===== config.mk =====
export PLATFORM = sky130hd
export DESIGN_NAME = load_store_unit
export DESIGN_NICKNAME = d
export VERILOG_FILES = /design/src/rtl/lsu_pkg.sv /design/src/rtl/load_store_unit.sv
export SDC_FILE = /design/constraint.sdc
export NUM_CORES = 1
export LEC_CHECK = 0
export ABC_AREA = 1
export BUFFER_PORTS_ARGS = -buffer_cell sky130_fd_sc_hd__buf_2
export CAP_MARGIN = 20
export CORE_MARGIN = 2
export CORE_UTILIZATION = 40
export DETAILED_ROUTE_END_ITERATION = 7
export GPL_TIMING_DRIVEN = 0
export PLACE_DENSITY = 0.75
export SETUP_SLACK_MARGIN = 0.3
export SYNTH_ARGS = -nofsm -noshare
export SYNTH_HDL_FRONTEND = slang
export SYNTH_SLANG_ARGS = --single-unit

===== constraint.sdc =====
create_clock -name clk -period 4.95 [get_ports clk]
set_clock_uncertainty 0.2 [all_clocks]
set_input_delay 0.99 -clock clk [delete_from_list [all_inputs] [get_ports clk]]
set_output_delay 0.99 -clock clk [all_outputs]
set_load 0.1 [all_outputs]

===== src/rtl/lsu_pkg.sv =====
// lsu_pkg: shared definitions for the load/store unit.
//   LSU_ADDR_W  default memory address width
//   LSU_BYTE_W  default memory word width (wide accesses are twice this)
//   lsu_state_e FSM state encoding
package lsu_pkg;

    localparam int LSU_ADDR_W = 8;
    localparam int LSU_BYTE_W = 8;

    typedef enum logic [1:0] {
        ST_IDLE  = 2'd0,
        ST_BYTE0 = 2'd1,
        ST_BYTE1 = 2'd2,
        ST_RESP  = 2'd3
    } lsu_state_e;

endpackage


===== src/rtl/load_store_unit.sv =====
// load_store_unit: sequences byte / 16-bit little-endian loads and stores from the
// execute stage onto a byte-wide memory with async read and negedge write.
//
// Ports
//   clk, reset                 clock, synchronous active-high reset
//   req_valid/req_ready        request handshake
//   req_write, req_wide        store / 16-bit access selects
//   req_addr, req_wdata        byte address (low byte for wide) and store data
//   resp_valid                 one-cycle completion pulse
//   resp_rdata, resp_fault     load data (0 for stores) and fault flag
//   mem_address, mem_data_in,
//   mem_write_enable           registered memory controls
//   mem_data_out               async memory read data
//
// Build option: LSU_WRAP_FAULT_EN -- a wide access at the top address faults instead
// of wrapping to address 0, and performs no memory cycle.
//
// state | meaning
// ------+--------------------------------------------------------------
// IDLE  | waiting for a request
// BYTE0 | memory cycle on the low byte (addr)
// BYTE1 | memory cycle on the high byte (addr+1, wrapping), wide only
// RESP  | resp_valid pulse; a new request may be accepted here too
module load_store_unit
    import lsu_pkg::*;
#(
    parameter int ADDR_W = LSU_ADDR_W,
    parameter int BYTE_W = LSU_BYTE_W
) (
    input  logic                clk,
    input  logic                reset,
    input  logic                req_valid,
    output logic                req_ready,
    input  logic                req_write,
    input  logic                req_wide,
    input  logic [ADDR_W-1:0]   req_addr,
    input  logic [2*BYTE_W-1:0] req_wdata,
    output logic                resp_valid,
    output logic [2*BYTE_W-1:0] resp_rdata,
    output logic                resp_fault,
    output logic [ADDR_W-1:0]   mem_address,
    output logic [BYTE_W-1:0]   mem_data_in,
    output logic                mem_write_enable,
    input  logic [BYTE_W-1:0]   mem_data_out
);

    lsu_state_e          state_q, state_d;
    logic                write_q, write_d;
    logic                wide_q, wide_d;
    logic [ADDR_W-1:0]   addr_q, addr_d;
    logic [2*BYTE_W-1:0] wdata_q, wdata_d;
    logic [2*BYTE_W-1:0] rdata_q, rdata_d;
    logic [ADDR_W-1:0]   mem_address_q, mem_address_d;
    logic [BYTE_W-1:0]   mem_data_in_q, mem_data_in_d;
    logic                mem_we_q, mem_we_d;
`ifdef LSU_WRAP_FAULT_EN
    logic                fault_q, fault_d;
`endif
    logic                accept;

    // The response cycle also accepts, so a held request restarts on the edge leaving RESP.
    assign req_ready = (state_q == ST_IDLE) || (state_q == ST_RESP);
    assign accept    = req_valid && req_ready;

    always_comb begin
        state_d       = state_q;
        write_d       = write_q;
        wide_d        = wide_q;
        addr_d        = addr_q;
        wdata_d       = wdata_q;
        rdata_d       = rdata_q;
        mem_address_d = mem_address_q;
        mem_data_in_d = mem_data_in_q;
        mem_we_d      = 1'b0;
`ifdef LSU_WRAP_FAULT_EN
        fault_d       = fault_q;
`endif
        case (state_q)
            ST_IDLE, ST_RESP: begin
                if (accept) begin
                    write_d = req_write;
                    wide_d  = req_wide;
                    addr_d  = req_addr;
                    wdata_d = req_wdata;
                    rdata_d = '0;
`ifdef LSU_WRAP_FAULT_EN
                    fault_d = 1'b0;
                    if (req_wide && (req_addr == {ADDR_W{1'b1}})) begin
                        // No memory cycle: answer straight away with a fault.
                        fault_d = 1'b1;
                        state_d = ST_RESP;
                    end else
`endif
                    begin
                        // Memory controls are loaded here so they are valid for all of BYTE0.
                        state_d       = ST_BYTE0;
                        mem_address_d = req_addr;
                        mem_data_in_d = req_wdata[BYTE_W-1:0];
                        mem_we_d      = req_write;
                    end
                end else begin
                    state_d = ST_IDLE;
                end
            end
            ST_BYTE0: begin
                if (!write_q) rdata_d[BYTE_W-1:0] = mem_data_out;
                if (wide_q) begin
                    state_d       = ST_BYTE1;
                    mem_address_d = addr_q + 1'b1;
                    mem_data_in_d = wdata_q[2*BYTE_W-1:BYTE_W];
                    mem_we_d      = write_q;
                end else begin
                    state_d = ST_RESP;
                end
            end
            ST_BYTE1: begin
                if (!write_q) rdata_d[2*BYTE_W-1:BYTE_W] = mem_data_out;
                state_d = ST_RESP;
            end
            default: state_d = ST_IDLE;
        endcase
    end

    always_ff @(posedge clk) begin
        if (reset) begin
            state_q       <= ST_IDLE;
            write_q       <= 1'b0;
            wide_q        <= 1'b0;
            addr_q        <= '0;
            wdata_q       <= '0;
            rdata_q       <= '0;
            mem_address_q <= '0;
            mem_data_in_q <= '0;
            mem_we_q      <= 1'b0;
`ifdef LSU_WRAP_FAULT_EN
            fault_q       <= 1'b0;
`endif
        end else begin
            state_q       <= state_d;
            write_q       <= write_d;
            wide_q        <= wide_d;
            addr_q        <= addr_d;
            wdata_q       <= wdata_d;
            rdata_q       <= rdata_d;
            mem_address_q <= mem_address_d;
            mem_data_in_q <= mem_data_in_d;
            mem_we_q      <= mem_we_d;
`ifdef LSU_WRAP_FAULT_EN
            fault_q       <= fault_d;
`endif
        end
    end

    assign resp_valid       = (state_q == ST_RESP);
    assign resp_rdata       = rdata_q;
    assign mem_address      = mem_address_q;
    assign mem_data_in      = mem_data_in_q;
    assign mem_write_enable = mem_we_q;
`ifdef LSU_WRAP_FAULT_EN
    assign resp_fault       = fault_q;
`else
    assign resp_fault       = 1'b0;
`endif

endmodule

* Yosys cells after proc, flatten, opt, wreduce, memory -nomap -nowiden
Index checks and enable logic that the tools add are counted.
** Operators by class
- Add/sub/neg operators :: 1
- Equality and inequality tests :: 7
- Multiplexer cells :: 16
- Reductions and logical operators :: 10
** Operators with widths (number)
- one-hot mux 8 bit (2 select lines) :: 4
- 2-to-1 mux 8 bit :: 5
- 2-to-1 mux 16 bit :: 1
- AND reduction 3 bit :: 3
- adder 8 x 1 -> 8 bit (second input constant) :: 1
- inequality test 2 bit (second input constant) :: 4
- one-hot mux 2 bit (3 select lines) :: 1
- equality test 2 bit (second input constant) :: 2
- 2-to-1 mux 1 bit :: 4
- nonzero test 2 bit :: 2
- equality test 2 x 1 -> 1 bit (second input constant) :: 1
- logical NOT 2 bit :: 1
- one-hot mux 1 bit (2 select lines) :: 1
- AND reduction 2 bit :: 1
- OR reduction 2 bit :: 1
- logical AND 1 bit :: 1
- logical OR 1 bit :: 1
** Word-level totals
- Flip-flop bits (word level) :: 61
- Input port bits :: 37
- Output and inout bits :: 36
- Logic and storage cells :: 44

* Longest topological paths before layout
- Word-level depth :: 5
- Mapped depth :: 9

* Least setup slack after synthesis
No wires, ideal clock.
- Path kind :: register -> output
- Start :: register state_q[0]
- End :: output port req_ready
- Data arrival time :: 1297 ps
- Setup slack :: 2463 ps
- Stages on the path, launching flop included :: 3
- Path buffers :: 0
- Cell sequence :: dfxtp_1 inv_1 ha_1
** On the way
- Cells in the longest elaborated chain, start to end :: 2
- Elaborated cells on any way between the ends :: 3
- Classes of those cells :: 1 x eq/ne; 2 x reduce/logical
** RTL lines
- start: declaration :: line load_store_unit.sv:47 : lsu_state_e state_q, state_d;
- start signal: assignment :: line load_store_unit.sv:139 : state_q <= state_d;
- equality test 2 bit / logical NOT 2 bit (equally long branches) :: line load_store_unit.sv:62 : assign req_ready = (state_q == ST_IDLE) || (state_q == ST_RESP);
- logical OR 1 bit * :: line load_store_unit.sv:62
- end: declaration :: line load_store_unit.sv:33 : output logic req_ready,
Every way passes the cells marked *; elsewhere a longest branch is shown, timed or not.

* Worst setup path after layout
Same ends and word-level chain as after synthesis.

==> run_summary.xml <==
<?xml version="1.0" encoding="UTF-8"?>
<metrics>
  <group name="critical_path">
    <metric name="r2r-end" unit="">addr_q[0]</metric>
    <metric name="crit_slowest_cell" unit="">sky130_fd_sc_hd__buf_2</metric>
    <metric name="worst-endpoint-required" unit="ps">3760</metric>
    <metric name="worstPathMaxFanout" unit="">5</metric>
    <metric name="r2r_setup_slack" unit="ps">3020</metric>
    <metric name="endpoint_kind" unit="">output pin</metric>
    <metric name="worst_r2r_path_depth" unit="">6</metric>
    <metric name="critPathTopFamily" unit="">buffers and inverters</metric>
    <metric name="regToRegStartpoint" unit="">state_q[0]</metric>
    <metric name="arrival" unit="ps">1570</metric>
    <metric name="critPathMaxStageDelay" unit="ps">460</metric>
    <metric name="critical_path_buf_inv_count" unit="">2</metric>
    <metric name="path_cells" unit="">inv_1 -&gt; ha_1 -&gt; buf_2</metric>
    <metric name="timing.setup.critical_path_class" unit="">flip-flop to output pin</metric>
    <metric name="worst_setup_path_start_kind" unit="">flip-flop</metric>
  </group>
  <group name="clocking">
    <metric name="cts.sink_count" unit="">53</metric>
    <metric name="clk-insertion-delay-late" unit="ps">310</metric>
    <metric name="clk_pin_slew_worst_paths" unit="ps">90</metric>
    <metric name="cts_root_buffer" unit="">sky130_fd_sc_hd__clkbuf_8</metric>
    <metric name="cts.repair.resized" unit="">0</metric>
    <metric name="cts-buffers-inserted" unit="">5</metric>
    <metric name="tritoncts" unit="">yes</metric>
    <metric name="ctsHoldBuffers" unit="">0</metric>
    <metric name="clk_path_buf_depth" unit="">2</metric>
    <metric name="cts-htree-levels" unit="">2</metric>
    <metric name="cts_setup_buffers" unit="">0</metric>
  </group>
  <group name="floorplanning">
    <metric name="die_height" unit="µm">80.3</metric>
    <metric name="floorplan.die_area" unit="µm²">6450</metric>
    <metric name="start_util" unit="%">41.8</metric>
    <metric name="placementRows" unit="">27</metric>
    <metric name="core-area" unit="µm²">5570</metric>
    <metric name="die_x" unit="µm">80.3</metric>
    <metric name="io_pins" unit="">73</metric>
  </group>
  <group name="placed_design">
    <metric name="routabilityCongestion" unit="">0.811</metric>
    <metric name="io_buffers" unit="">70</metric>
    <metric name="dpl.cell_count" unit="">456</metric>
    <metric name="dp.final_hpwl" unit="mm">4.46</metric>
  </group>
  <group name="synthesis">
    <metric name="synth_edf_count" unit="">0</metric>
    <metric name="syn_nets" unit="">355</metric>
    <metric name="synth_async_sr_flop_share" unit="%">0</metric>
    <metric name="ys_types" unit="">24</metric>
    <metric name="synth-seq-area-share" unit="%">45.5</metric>
    <metric name="ys.warnings.count" unit="">0</metric>
    <metric name="netlist_instances" unit="">314</metric>
    <metric name="avgSynthCellArea" unit="µm²">7.42</metric>
    <metric name="post_syn_area" unit="µm²">2330</metric>
    <metric name="post_synthesis_register_bit_count" unit="">53</metric>
    <metric name="synth-main-ff-cell" unit="">sky130_fd_sc_hd__dfxtp_1</metric>
  </group>
  <group name="finish">
    <metric name="areaGrowthSynthToFinish" unit="%">22.8</metric>
    <metric name="final_cells" unit="">464</metric>
    <metric name="post_route_cells_drive_above_1_share" unit="%">25.5</metric>
    <metric name="num_antenna_cells" unit="">0</metric>
    <metric name="layout.nets" unit="">432</metric>
  </group>
  <group name="global_route">
    <metric name="grt_pass1_vias" unit="">2115</metric>
    <metric name="gr-total-overflow" unit="">0</metric>
    <metric name="groute.layer.met2.usage" unit="%">33.1</metric>
    <metric name="grt_pass1_wl" unit="mm">9.75</metric>
    <metric name="global_route.peak_usage_layer" unit="">met2</metric>
    <metric name="grt_use_met3" unit="%">3.60</metric>
    <metric name="initial_antenna_violation_count" unit="">0</metric>
    <metric name="grt_use_met1" unit="%">24.7</metric>
    <metric name="maximum_number_of_pins_on_one_net_before_global_route_repair" unit="">18</metric>
    <metric name="track_usage" unit="%">19.5</metric>
  </group>
  <group name="sta">
    <metric name="setup-violations-final" unit="">0</metric>
    <metric name="tns" unit="ps">0</metric>
    <metric name="clock.fmax" unit="GHz">0.362</metric>
    <metric name="min_period_over_period" unit="%">55.8</metric>
    <metric name="slew_viol_final" unit="">0</metric>
    <metric name="minimum_clock_period" unit="ps">2760</metric>
    <metric name="final_hold_viol_count" unit="">0</metric>
    <metric name="setup_repair_after_global_routing_missed_its_margin" unit="">false</metric>
    <metric name="max-slew-margin-rel" unit="%">62.9</metric>
    <metric name="timing_worst_slew_pin_value" unit="ps">557</metric>
  </group>
  <group name="route">
    <metric name="ant_nets" unit="">0</metric>
    <metric name="finalWirelength" unit="mm">5.86</metric>
    <metric name="detailedRoute.firstIterationViolations" unit="">99</metric>
    <metric name="drt_pre_antenna_iters" unit="">4</metric>
    <metric name="vias" unit="">2250</metric>
    <metric name="vias_per_cell" unit="">4.85</metric>
    <metric name="residual_drc_count" unit="">0</metric>
    <metric name="drt-wirelength-per-cell" unit="µm">12.6</metric>
  </group>
  <group name="worst_hold_path">
    <metric name="hp-class" unit="">flip-flop to flip-flop</metric>
    <metric name="min_path_cells" unit="">2</metric>
    <metric name="holdPathEnd" unit="">mem_data_in[5]</metric>
    <metric name="hold_start" unit="">mem_data_in[5]</metric>
  </group>
  <group name="status">
    <metric name="status" unit="">complete, no violations</metric>
  </group>
  <group name="run">
    <metric name="max_cap_violations" unit="">0</metric>
  </group>
</metrics>
==> metal layers <==
| metal | vias to the layer above | wire [µm] |
|---|---|---|
| li1 | 1169 | - |
| met1 | 1020 | 2600 |
| met2 | 51 | 2920 |
| met3 | 10 | 232 |
| met4 | 0 | 117 |
| met5 | - | 0 |
==> area by class of cell <==
cell class / instances / area [µm²]
Sequential cell: 53 / 1060
Buffer: 18 / 123
Fill cell: 576 / 2710
Tap cell: 72 / 90.1
Timing Repair Buffer: 70 / 350
Clock inverter: 3 / 21.3
Multi-Input combinational cell: 225 / 1080
Clock buffer: 5 / 68.8
Inverter: 18 / 67.6
==> logic make-up (layout without fill, tap and decap cells) <==
group	Yosys count	after routing	synth area share, %
AND/OR/NAND/NOR	147	147	26.9
AO/OA/AOI/OAI	71	71	16.4
flip-flops	53	53	45.5
buffers and inverters	36	114	8.16
adder cells (fa/ha/maj)	4	4	2.15
XOR/XNOR	2	2	0.752
other	1	1	0.161
==> worst min-delay path: stages (launching register included) <==
cell and delay [ps]:
sky130_fd_sc_hd__dfxtp_1 320, sky130_fd_sc_hd__nand2_1 60, sky130_fd_sc_hd__a21oi_1 50
==> sequential cells by signal (all words and copies together) (netlist names) <==
| signal | count |
|---|---|
| wide_q | 1 |
| mem_data_in | 8 |
| mem_write_enable | 1 |
| state_q | 2 |
| mem_address | 8 |
| wdata_q | 8 |
| addr_q | 8 |
| resp_rdata | 16 |
| write_q | 1 |
==> per-stage QoR <==
step / area, µm² / worst slack [ps] / hold slack, ps / util [%]
global route: 2860 / 2110 / 286 / 51.3
finish: 2860 / 2190 / 262 / 51.3
global placement: 2770 / 2540 / 249 / 49.7
detailed placement: 2770 / 2520 / 254 / 49.7
floorplan: 2330 / 2460 / 244 / -
CTS: 2860 / 2170 / 268 / 51.3
==> synthesized netlist by cell type (2+ instances only) <==
cell type	instances	area share, %
sky130_fd_sc_hd__inv_2	2	0.32
sky130_fd_sc_hd__nand3b_1	8	2.6
sky130_fd_sc_hd__clkbuf_1	4	0.64
sky130_fd_sc_hd__nand3_1	15	3.2
sky130_fd_sc_hd__nor2_1	30	4.8
sky130_fd_sc_hd__buf_2	5	1.1
sky130_fd_sc_hd__inv_1	16	2.6
sky130_fd_sc_hd__a21oi_2	2	0.75
sky130_fd_sc_hd__nand2_1	91	15
sky130_fd_sc_hd__buf_6	6	2.9
sky130_fd_sc_hd__dfxtp_1	53	46
sky130_fd_sc_hd__o21ai_0	24	5.2
sky130_fd_sc_hd__o21ai_2	2	0.75
sky130_fd_sc_hd__ha_1	4	2.1
sky130_fd_sc_hd__a21oi_1	42	9.0
sky130_fd_sc_hd__buf_1	2	0.32
==> layout by cell type, fill, tap and decap left out, types with 4 or more instances in the layout <==
master / instances
sky130_fd_sc_hd__nand2_1: 91
sky130_fd_sc_hd__buf_2: 75
sky130_fd_sc_hd__dfxtp_1: 53
sky130_fd_sc_hd__a21oi_1: 42
sky130_fd_sc_hd__nor2_1: 30
sky130_fd_sc_hd__o21ai_0: 24
sky130_fd_sc_hd__inv_1: 16
sky130_fd_sc_hd__nand3_1: 15
sky130_fd_sc_hd__nand3b_1: 8
sky130_fd_sc_hd__buf_6: 6
sky130_fd_sc_hd__clkbuf_8: 5
sky130_fd_sc_hd__clkbuf_1: 4
sky130_fd_sc_hd__ha_1: 4
==> how the worst max path moves through the flow <==
| stage | cells past startpoint | slack [ps] | startpoint | endpoint |
|---|---|---|---|---|
| floorplan | 2 | 2460 | state_q[0] | req_ready |
| global placement | 3 | 2540 | state_q[0] | req_ready |
| detailed placement | 3 | 2520 | state_q[0] | req_ready |
| CTS | 3 | 2170 | state_q[0] | req_ready |
| global route | 3 | 2110 | state_q[0] | req_ready |
| finish | 3 | 2190 | state_q[0] | req_ready |
Power is not shown: default switching activity piles up to over one toggle a cycle in this logic, so the estimate is an artifact.
